### src/rtl/counter_pkg.sv
// Shared constants and helpers for the loadable up/down counter.
// Direction encoding and terminal-value lookup live here.
package counter_pkg;

  localparam logic DIR_UP   = 1'b1;
  localparam logic DIR_DOWN = 1'b0;

  // Terminal count for a given width and direction, zero-extended to 32 bits.
  function automatic logic [31:0] terminal(
    input int   width,
    input logic dir
  );
    if (dir == DIR_UP) return (32'd1 << width) - 32'd1;
    return 32'd0;
  endfunction

endpackage

### src/rtl/counter_next.sv
// Combinational next-state for the up/down counter.
// Produces next count, wrap flag and ripple-carry out.
module counter_next
  import counter_pkg::*;
#(
  parameter int WIDTH = 4
) (
  input  logic [WIDTH-1:0] q,
  input  logic [WIDTH-1:0] d,
  input  logic             load_n,
  input  logic             enp,
  input  logic             ent,
  input  logic             up,
  input  logic             sclr,
  output logic [WIDTH-1:0] q_next,
  output logic             wrap_next,
  output logic             rco
);

  logic [31:0] term;
  logic        at_term;
  logic        count;

  always_comb begin
    term      = terminal(WIDTH, up);
    at_term   = ({{(32-WIDTH){1'b0}}, q} == term);
    count     = load_n & enp & ent & ~sclr;
    rco       = ent & at_term;
    wrap_next = count & at_term;
    q_next    = q;
    if (sclr) begin
      q_next = '0;
    end else if (!load_n) begin
      q_next = d;
    end else if (count) begin
      if (up == DIR_UP) q_next = q + WIDTH'(1);
      else              q_next = q - WIDTH'(1);
    end
  end

endmodule

### src/rtl/updown_counter4.sv
// Registered cascadable up/down counter; optional synchronous
// clear compiled in with COUNTER_SCLR_EN.
module updown_counter4
  import counter_pkg::*;
#(
  parameter int WIDTH = 4
) (
  input  logic             clk,
  input  logic             rst_n,
  input  logic             load_n,
  input  logic [WIDTH-1:0] d,
  input  logic             enp,
  input  logic             ent,
  input  logic             up,
`ifdef COUNTER_SCLR_EN
  input  logic             sclr_n,
`endif
  output logic [WIDTH-1:0] q,
  output logic             rco,
  output logic             wrap
);

  logic [WIDTH-1:0] q_next;
  logic             wrap_next;
  logic             sclr;

`ifdef COUNTER_SCLR_EN
  assign sclr = ~sclr_n;
`else
  assign sclr = 1'b0;
`endif

  counter_next #(
    .WIDTH(WIDTH)
  ) u_next (
    .q        (q),
    .d        (d),
    .load_n   (load_n),
    .enp      (enp),
    .ent      (ent),
    .up       (up),
    .sclr     (sclr),
    .q_next   (q_next),
    .wrap_next(wrap_next),
    .rco      (rco)
  );

  always_ff @(posedge clk or negedge rst_n) begin
    if (!rst_n) begin
      q    <= '0;
      wrap <= 1'b0;
    end else begin
      q    <= q_next;
      wrap <= wrap_next;
    end
  end

endmodule

### config.mk
export PLATFORM = sky130hd
export DESIGN_NAME = updown_counter4
export DESIGN_NICKNAME = d
export VERILOG_FILES = /design/src/rtl/counter_pkg.sv /design/src/rtl/counter_next.sv /design/src/rtl/updown_counter4.sv
export SDC_FILE = /design/constraint.sdc
export NUM_CORES = 1
export LEC_CHECK = 0
export CORE_AREA = 2 2 39 41
export CTS_BUF_LIST = sky130_fd_sc_hd__clkbuf_4
export CTS_CLUSTER_DIAMETER = 200
export DETAILED_ROUTE_END_ITERATION = 7
export DIE_AREA = 0 0 41 43
export HOLD_SLACK_MARGIN = 0.1
export PLACE_DENSITY = 0.65
export SLEW_MARGIN = 20
export SYNTH_ARGS = -nofsm -noshare
export SYNTH_HDL_FRONTEND = slang
export SYNTH_SLANG_ARGS = --single-unit
### constraint.sdc
create_clock -name clk -period 1.7 [get_ports clk]
set_clock_uncertainty 0.2 [all_clocks]
set_input_delay 0.17 -clock clk [delete_from_list [all_inputs] [get_ports clk]]
set_output_delay 0.17 -clock clk [all_outputs]
set_load 0.05 [all_outputs]
==> results.md <==
* Outcome: finished with violations
* Violated checks: negative setup slack
* Worst-Margin Slew at 263 ps
* PwrDens at 818 mW/mm2
* Final WL at 944 um
* Final hold viol count at 0
* Mapped Avg Cell Area at 9.42 um2
* Syn nets at 51
* Vias in the first global route at 365
* Worst slew margin relative to its limit at 82.4%
* Fin crit share at 106%
* CTS max path bufs at 2
* Critical path endpoint category: output pin
* CTS root buf: clkbuf_4
* Global route overflow at 0
* Largest net degree at the start of global routing at 9
* CTS clk-pin slew, worst paths at 40 ps
* Placed cell areas at 637 um2
* Final Slew Violations at 0
* TritonCTS clock tree: built
* Via count at 397
* Chip Height at 43 um
* Hold Crit Depth at 3
* Final core occ at 52.7%
* Synthesized instance count at 38
* Setup Viol. Count Final at 1
* Fin crit period at 1810 ps
* Critical path class: register to output pin
* CP Launch Type: register
* RSZ-0062 raised after global routing: true
* Post-DP HPWL at 753 um
* Fmax at 0.554 GHz
* I/O Pins at 16
* Max cap viols at 0
* Final setup margin at -106 ps
* Place WS at -390 ps
* Total CTS buffers at 3
* CP max FO at 2
* DR WL/cell at 11.1 um
* # DRC at 0
* Port bufs at 15
* Starting Density at 25.9%
* Layout Nets at 83
* Placer Congestion at 0.706
* Design area at 729 um2
* Tot Pwr at 596 uW
* Total GRT Usage at 12.3%
* Number of distinct library cells after synthesis at 23
* CTS sink cnt at 5
* Synthesis-stage register bit count at 5
* Number of diodes at 0
* Req. time, crit path at 1330 ps
* First-pass GRT wire length at 1460 um
* Die ar. at 0.00176 mm2
* Area of the mapped netlist at 358 um2
* DRT Pass-1 Iters at 2
* Synthesis-to-layout area growth at 104%
* H-tree depth at 1
* Core area at 0.00138 mm2
* Worst hold path type: input pin to register
* Die width at 41 um
* Initial DRC Count at 2
* R2R cell count at 5
* # rows at 14
* Clk Latency, worst-skew pair at 240 ps
* VDD IR max at 0.353 mV
* YS warnings at 0
* Arr. time, crit path at 1440 ps
* Share of cells above drive strength 1 at 55.1%
* Leak pwr at 0.314 nW
* Vias per inst at 4.67
* Sequential share of the synthesized area at 35.0%
* Antenna viol nets, final at 0
* Initial antenna violation count at 0
worst max-delay path, cell delays in order, from the launching register on:
cell	delay (ps)
dfrtp_2	400
buf_6	110
or3_4	370
a21oi_4	160
buf_12	150
per-layer routing:
metal	routed length, um	part of all wire [%]	track usage (%)
met5	0	0	0
met4	15	1.6	8.00
met3	52	5.5	3.14
met2	465	49	17.2
met1	409	43	16.1
Yosys cell counts (all sizes together):
library cell	count	area (um2)
ha	2	25.0
a31oi	1	6.26
a41oi	1	8.76
buf	1	7.51
or4b	1	10.0
o21ai	1	5.00
dfrtp	5	125
mux2i	1	10.0
xnor2	1	8.76
and2b	1	8.76
or3	1	6.26
mux2	1	11.3
a21oi	4	20.0
nand2	4	17.5
fa	1	20.0
a21o	1	7.51
inv	1	3.75
a2111oi	1	8.76
nand3	5	25.0
and3	1	6.26
xor2	1	8.76
nor2	2	7.51
layout by cell type, fill, tap and decap left out, types with 2 or more instances in the layout:
master,count
clkdlybuf4s50_1,8
buf_12,2
buf_4,15
nand2_1,3
a21oi_1,2
nand3_1,5
clkbuf_4,4
ha_4,2
nor2_1,2
dfrtp_2,4
sequential cells by signal, summed over array words and instances (netlist names):
register / cells
q: 4
wrap: 1
worst paths after layout:
kind                       slack, ps   from    to
hold / removal                   280   d[1]  q[1]
setup / recovery                -110   q[0]   rco
setup reg to reg                  40   q[0]  q[2]
max in group asynchronous        600  rst_n  q[2]
min in group asynchronous        490  rst_n  wrap
hold reg to reg                  430   q[3]  q[3]
metrics by stage:
stage | std cells | setup TNS, ps | hold WS (ps)
2_1_floorplan | 38 | -97.5 | -326
3_3_place_gp | 76 | -1200 | 208
3_5_place_dp | 76 | -1290 | 212
4_1_cts | 83 | -156 | 273
5_1_grt | 85 | -136 | 305
6_report | 85 | -106 | 281
repair_timing:
item	in CTS	in global routing
endpoints found under the hold margin	5	0
gates resized for setup	4	5
hold buffers	1	0
pin swaps	3	3
endpoints found under the setup margin	3	3
setup buffers	2	2
final cells by class:
cell class,instances,area [um2]
clock buffers,4,30.0
fillers,129,654
inverters,1,3.75
multi-input cells,31,283
flip-flops and latches,5,130
well taps,16,20.0
repair buffers,28,263
where the power goes:
group	internal, mW	total (mW)	switching [mW]
logic	0.147	0.286	0.139
registers	0.137	0.159	0.0224
clock network	0.105	0.152	0.0470
total	0.388	0.596	0.209
cells by family after synthesis:
kind of cell,Yosys count,synth area share (%)
AND/OR/NAND/NOR,15,22.7
AO/OA/AOI/OAI,9,15.7
flip-flops,5,35.0
adder cells (fa/ha/maj),3,12.6
XOR/XNOR,2,4.90
buffers and inverters,2,3.15
multiplexers,2,5.94
Note: power is estimated with default switching activity, not from simulation.
